===== src/rtl/uart_dbg_pkg.sv =====
// Shared constants and types for the UART debug link (command decoder and trace transmitter).
//   BYTE_W / WORD_W       : serial byte and memory word widths
//   ADDR_BYTES/DATA_BYTES : bytes per address / data field of a frame
//   CMD_*                 : host command bytes (uppercase ASCII)
//   dbg_state_e           : decoder frame state
//   mem_req_t             : memory request payload
package uart_dbg_pkg;

  localparam int unsigned BYTE_W     = 8;
  localparam int unsigned WORD_W     = 32;
  localparam int unsigned ADDR_BYTES = 4;
  localparam int unsigned DATA_BYTES = 4;
  localparam int unsigned BCNT_W     = 2;
  localparam int unsigned ERR_CNT_W  = 8;

  localparam logic [BYTE_W-1:0] CMD_GO    = 8'h47; // 'G'
  localparam logic [BYTE_W-1:0] CMD_HALT  = 8'h48; // 'H'
  localparam logic [BYTE_W-1:0] CMD_STEP  = 8'h53; // 'S'
  localparam logic [BYTE_W-1:0] CMD_WRITE = 8'h57; // 'W'
  localparam logic [BYTE_W-1:0] CMD_READ  = 8'h52; // 'R'

  typedef enum logic [1:0] {
    IDLE  = 2'd0,
    ADDR  = 2'd1,
    DATA  = 2'd2,
    ISSUE = 2'd3
  } dbg_state_e;

  typedef struct packed {
    logic              we;
    logic [WORD_W-1:0] addr;
    logic [WORD_W-1:0] wdata;
  } mem_req_t;

  // Big-endian field assembly: earlier bytes migrate toward the MSBs.
  function automatic logic [WORD_W-1:0] shift_in_byte(input logic [WORD_W-1:0] word,
                                                      input logic [BYTE_W-1:0] b);
    return {word[WORD_W-BYTE_W-1:0], b};
  endfunction

endpackage


===== src/rtl/uart_cmd_timeout.sv =====
// Inter-byte timeout counter for frames in progress.
//   clk_i, rst_ni : clock, synchronous active-low reset
//   clr_i         : restart the count (byte accepted or not inside a frame)
//   en_i          : count this cycle
//   expired_o     : count has reached TIMEOUT_CYCLES-1
module uart_cmd_timeout #(
  parameter int unsigned TIMEOUT_CYCLES = 2700000,
  parameter int unsigned TIMEOUT_W      = 32
) (
  input  logic clk_i,
  input  logic rst_ni,
  input  logic clr_i,
  input  logic en_i,
  output logic expired_o
);

  logic [TIMEOUT_W-1:0] cnt_q, cnt_d;
  logic                 expired_q;

  // Next count: clear has priority over increment.
  always_comb begin
    cnt_d = cnt_q;
    if (clr_i) begin
      cnt_d = '0;
    end else if (en_i) begin
      cnt_d = cnt_q + TIMEOUT_W'(1);
    end
  end

  // Expired flag is registered alongside the count so it tracks cnt_q exactly.
  always_ff @(posedge clk_i) begin
    if (!rst_ni) begin
      cnt_q     <= '0;
      expired_q <= 1'b0;
    end else begin
      cnt_q     <= cnt_d;
      expired_q <= (cnt_d == TIMEOUT_W'(TIMEOUT_CYCLES - 1));
    end
  end

  assign expired_o = expired_q;

endmodule


===== src/rtl/uart_cmd_decoder.sv =====
// Host command frame decoder: turns UART bytes into run/halt/step controls and
// 32-bit memory read/write requests.
//   sys_clk, sys_rst_n               : clock, synchronous active-low reset
//   rx_data, rx_data_valid           : byte stream from uart_rx
//   o_rx_data_ready                  : byte accepted when valid && ready
//   o_run, o_step                    : core free-run level / single-step pulse
//   o_req_* , req_ready              : memory request handshake
//   o_err, o_err_cnt                 : framing error pulse / saturating count
//   o_busy                           : a frame or request is in progress
module uart_cmd_decoder
  import uart_dbg_pkg::*;
#(
  parameter int unsigned TIMEOUT_CYCLES = 2700000,
  parameter int unsigned TIMEOUT_W      = 32
) (
  input  logic                 sys_clk,
  input  logic                 sys_rst_n,
  input  logic [BYTE_W-1:0]    rx_data,
  input  logic                 rx_data_valid,
  output logic                 o_rx_data_ready,
  output logic                 o_run,
  output logic                 o_step,
  output logic                 o_req_valid,
  output logic                 o_req_we,
  output logic [WORD_W-1:0]    o_req_addr,
  output logic [WORD_W-1:0]    o_req_wdata,
  input  logic                 req_ready,
  output logic                 o_err,
  output logic [ERR_CNT_W-1:0] o_err_cnt,
  output logic                 o_busy
);

  dbg_state_e           state_q, state_d;
  mem_req_t             req_q, req_d;
  logic [BCNT_W-1:0]    bcnt_q, bcnt_d;
  logic [ERR_CNT_W-1:0] err_cnt_q, err_cnt_d;
  logic                 run_q, run_d;
  logic                 step_q, step_d;
  logic                 err_q, err_d;
  logic                 valid_q, valid_d;
  logic                 rdy_q, rdy_d;
  logic                 busy_q, busy_d;

  logic accept;
  logic in_frame;
  logic tmo_expired;

  assign accept   = rx_data_valid && rdy_q;
  assign in_frame = (state_q == ADDR) || (state_q == DATA);

  uart_cmd_timeout #(
    .TIMEOUT_CYCLES (TIMEOUT_CYCLES),
    .TIMEOUT_W      (TIMEOUT_W)
  ) u_timeout (
    .clk_i     (sys_clk),
    .rst_ni    (sys_rst_n),
    .clr_i     (accept || !in_frame),
    .en_i      (in_frame),
    .expired_o (tmo_expired)
  );

  // Next-state and output decode.
  always_comb begin
    state_d   = state_q;
    req_d     = req_q;
    bcnt_d    = bcnt_q;
    run_d     = run_q;
    step_d    = 1'b0;
    err_d     = 1'b0;
    err_cnt_d = err_cnt_q;

    case (state_q)
      IDLE: begin
        if (accept) begin
          case (rx_data)
            CMD_GO:    run_d  = 1'b1;
            CMD_HALT:  run_d  = 1'b0;
            CMD_STEP:  step_d = 1'b1;
            CMD_WRITE, CMD_READ: begin
              req_d.we = (rx_data == CMD_WRITE);
              bcnt_d   = '0;
              state_d  = ADDR;
            end
            default:   err_d  = 1'b1;
          endcase
        end
      end
      ADDR: begin
        if (accept) begin
          req_d.addr = shift_in_byte(req_q.addr, rx_data);
          if (bcnt_q == BCNT_W'(ADDR_BYTES - 1)) begin
            bcnt_d = '0;
            if (req_q.we) begin
              state_d = DATA;
            end else begin
              req_d.wdata = '0;
              state_d     = ISSUE;
            end
          end else begin
            bcnt_d = bcnt_q + BCNT_W'(1);
          end
        end else if (tmo_expired) begin
          err_d   = 1'b1;
          state_d = IDLE;
        end
      end
      DATA: begin
        if (accept) begin
          req_d.wdata = shift_in_byte(req_q.wdata, rx_data);
          if (bcnt_q == BCNT_W'(DATA_BYTES - 1)) begin
            bcnt_d  = '0;
            state_d = ISSUE;
          end else begin
            bcnt_d = bcnt_q + BCNT_W'(1);
          end
        end else if (tmo_expired) begin
          err_d   = 1'b1;
          state_d = IDLE;
        end
      end
      ISSUE: begin
        if (req_ready) begin
          state_d = IDLE;
        end
      end
      default: state_d = IDLE;
    endcase

    if (err_d && (err_cnt_q != '1)) begin
      err_cnt_d = err_cnt_q + ERR_CNT_W'(1);
    end

    // Status outputs are registered from the upcoming state.
    valid_d = (state_d == ISSUE);
    rdy_d   = (state_d != ISSUE);
    busy_d  = (state_d != IDLE);
  end

  // State and output registers.
  always_ff @(posedge sys_clk) begin
    if (!sys_rst_n) begin
      state_q   <= IDLE;
      req_q     <= '0;
      bcnt_q    <= '0;
      err_cnt_q <= '0;
      run_q     <= 1'b0;
      step_q    <= 1'b0;
      err_q     <= 1'b0;
      valid_q   <= 1'b0;
      rdy_q     <= 1'b1;
      busy_q    <= 1'b0;
    end else begin
      state_q   <= state_d;
      req_q     <= req_d;
      bcnt_q    <= bcnt_d;
      err_cnt_q <= err_cnt_d;
      run_q     <= run_d;
      step_q    <= step_d;
      err_q     <= err_d;
      valid_q   <= valid_d;
      rdy_q     <= rdy_d;
      busy_q    <= busy_d;
    end
  end

  assign o_rx_data_ready = rdy_q;
  assign o_run           = run_q;
  assign o_step          = step_q;
  assign o_req_valid     = valid_q;
  assign o_req_we        = req_q.we;
  assign o_req_addr      = req_q.addr;
  assign o_req_wdata     = req_q.wdata;
  assign o_err           = err_q;
  assign o_err_cnt       = err_cnt_q;
  assign o_busy          = busy_q;

endmodule


===== config.mk =====
export PLATFORM = sky130hd
export DESIGN_NAME = uart_cmd_decoder
export DESIGN_NICKNAME = d
export VERILOG_FILES = /design/src/rtl/uart_dbg_pkg.sv /design/src/rtl/uart_cmd_timeout.sv /design/src/rtl/uart_cmd_decoder.sv
export SDC_FILE = /design/constraint.sdc
export NUM_CORES = 1
export LEC_CHECK = 0
export BUFFER_PORTS_ARGS = -buffer_cell sky130_fd_sc_hd__buf_2
export CORE_MARGIN = 1.5
export CORE_UTILIZATION = 35
export CTS_CLUSTER_DIAMETER = 100
export CTS_CLUSTER_SIZE = 10
export DETAILED_ROUTE_END_ITERATION = 8
export SYNTH_ARGS = -nofsm -noshare
export SYNTH_HDL_FRONTEND = slang
export SYNTH_SLANG_ARGS = --single-unit

===== constraint.sdc =====
create_clock -name sys_clk -period 7.74 [get_ports sys_clk]
set_input_delay 0.774 -clock sys_clk [delete_from_list [all_inputs] [get_ports sys_clk]]
set_output_delay 0.774 -clock sys_clk [all_outputs]
set_load 0.1 [all_outputs]

==> impl_metrics.tcl <==
set metrics [dict create \
    outcome "completed" \
    layout_commonest_cell "dfxtp_1" \
    period_needed_ns 3.04 \
    grt_setup_unrepaired "no" \
    drv_slew 0 \
    viasPerCell 5.14 \
    drt_pass1_iterations 5 \
    finalWirelength_um 12300 \
    cp.arrival_ns 3.39 \
    hpwlAfterDp_um 8260 \
    synth_top_area_share_pct 46.0 \
    start_util_pct 36.1 \
    drt-initial-drc-count 322 \
    n_antenna_cell 0 \
    grt-busiest-layer "met2" \
    maxCapViolCount 0 \
    setup_tns_ns 0 \
    wire_per_inst_um 14.2 \
    core-area_um2 14000 \
    netSwitchingPower_uw 285 \
    seq_area_frac_synth_pct 46.0 \
    irDropWorstVdd_mv 0.160 \
    clkLatencyLatePin_ns 0.41 \
    cts.clk_slew.worst_paths_ns 0.05 \
    vias 4422 \
    grt_pass1_wl_um 19600 \
    antenna_found_initial 0 \
    fin_crit_sh_pct 39.3 \
    ys.flop_type "dfxtp_1" \
    drc_errors 0 \
    yosys.area.top_type "dfxtp_1" \
    finalSetupViolations 0 \
    syn_to_final_growth_pct 21.3 \
    rows 43 \
    io_pins 91 \
    critPathMaxFanout 10 \
    use_met2_pct 24.0 \
    grt_use_met1_pct 23.0 \
    track_usage_pct 16.5 \
    grt_overflow 0 \
    drt.antenna.violating_nets 0 \
    synth.area.top_cells "dfxtp_1 46%, nand2_1 6.8%, nor2_1 5.7%" \
    max_clock_freq_mhz 329 \
    cts_resized 0 \
    final_cell_mix "116 x dfxtp_1, 91 x nand2_1, 90 x buf_2" \
    syn_area_per_cell_um2 8.47 \
    clk_path_buf_depth 2 \
    syn_nets 616 \
    p_int_uw 1080 \
    critPathKind "register to register" \
    power_frac_seq_pct 44.3 \
    async_flop_share_pct 0 \
    crit_required_ns 8.09 \
    grt_pass1_vias 4006 \
    cts.sinks 116 \
    switching_share_pct 20.9 \
    die_h_um 123 \
    min_path_type "register to register" \
    post_cts_buffers 0 \
    portBuffers 90 \
    cts_htree_levels 4 \
    synth_cells 596 \
    root_buffer "clkbuf_16" \
    p_leak_uw 0.00234 \
    die_x_um 123 \
    grt_max_degree 54 \
    gp_congestion 0.833 \
    hold_buffers 0 \
    critPathLaunchType "register" \
    dieArea_um2 15200 \
    pwr-share-comb_pct 2.7 \
    hold_viol 0 \
    fin_worst_skew_ns 0.00562 \
    syn_area_um2 5050 \
    power_uw 1360 \
    ys_ff_latch 116 \
    synth-edff-count 0 \
    powerDensity_nw_per_um2 222 \
    yosysWarnings 0 \
    worst_pin_slew_ns 1.21 \
    numCtsBuffers 17 \
    drive_above_1_share_pct 20.1 \
    synth_cell_type_count 59 \
    pwr-share-clk_pct 53.1 \
    fin_nets 690 \
    maxSlewHeadroom_pct 18.9 \
    cts_tree "yes" \
    end_kind "register" \
    use_met3_pct 5.03 \
]
-- Yosys cell counts (10+ instances only) --
| cell | count |
|---|---|
| dfxtp_1 | 116 |
| nand2_1 | 91 |
| nor2_1 | 77 |
| a21oi_1 | 43 |
| a22oi_1 | 32 |
| clkbuf_1 | 28 |
| nand3_1 | 18 |
| inv_1 | 15 |
| xnor2_1 | 15 |
| nand4_1 | 13 |
| nor4_1 | 12 |
| xor2_1 | 12 |
| nor3_1 | 11 |
| mux2i_1 | 10 |
-- critical path, stage by stage (launching register included) --
cell      delay [ns]
dfxtp_1         0.41
inv_1           0.11
ha_1            0.47
nand4_4         0.21
or4_1           0.72
nor4_2          0.33
o211ai_1        0.12
o41ai_1         0.38
and4_1          0.22
-- path summary, 6_finish.rpt --
| path | from | end | slack (ns) | depth (start not counted) |
|---|---|---|---|---|
| worst max-delay path | state_q[0] | u_timeout.expired_o | 4.70 | 8 |
| worst min-delay path | o_req_addr[27] | o_req_addr[27] | 0.45 | 2 |
| worst max register to register | state_q[0] | u_timeout.expired_o | 4.70 | 8 |
| worst min register to register | o_req_addr[27] | o_req_addr[27] | 0.45 | 2 |
-- per-stage QoR --
| stage | hold slack (ns) | std cells | setup WS, ns | util [%] | cell area (um^2) |
|---|---|---|---|---|---|
| 6_report | 0.448 | 861 | 4.70 | 43.8 | 6120 |
| 3_5_place_dp | 0.443 | 831 | 4.71 | 39.9 | 5580 |
| 2_1_floorplan | 0.437 | 596 | 5.07 | - | 5050 |
| 4_1_cts | 0.450 | 861 | 4.70 | 43.8 | 6120 |
| 5_1_grt | 0.467 | 861 | 4.51 | 43.8 | 6120 |
| 3_3_place_gp | 0.438 | 831 | 4.83 | 39.9 | 5580 |
-- logic make-up after synthesis --
group / count (synthesis) / synth area share (%)
flip-flops: 116 / 46.0
AND/OR/NAND/NOR: 269 / 25.8
multiplexers: 10 / 1.98
AO/OA/AOI/OAI: 113 / 14.8
adder cells (fa/ha/maj): 8 / 1.98
buffers and inverters: 53 / 4.73
XOR/XNOR: 27 / 4.68
-- cell type report --
class | instances | area, um^2
tap | 180 | 225
clock inverter | 5 | 50.0
timing repair buffer | 93 | 473
multi-input combinational | 427 | 2500
inverter | 15 | 56.3
sequential | 116 | 2320
fill | 1440 | 7870
clock buffer | 25 | 495
-- registers in the layout, summed over array words and instances, names as in the netlist --
| name | count |
|---|---|
| o_err | 1 |
| o_req_wdata | 32 |
| o_req_valid | 1 |
| o_run | 1 |
| o_req_we | 1 |
| o_busy | 1 |
| u_timeout.expired_o | 1 |
| o_err_cnt | 8 |
| o_step | 1 |
| u_timeout.cnt_q | 32 |
| bcnt_q | 2 |
| o_req_addr | 32 |
| state_q | 2 |
| o_rx_data_ready | 1 |
-- power groups by stage --
stage	sequential, uW	clock [uW]	combinational, uW
floorplan	625	0	14.6
global placement	614	0	35.2
detailed placement	614	0	36.0
CTS	602	736	36.2
global route	602	765	38.9
finish	602	722	36.1
-- layer usage --
layer	part of all wire (%)	up-vias
met5	0	-
met4	1.3	0
met3	6.1	12
met2	44	116
met1	49	2066
li1	-	2228
Power figures use the tool's default switching activity.
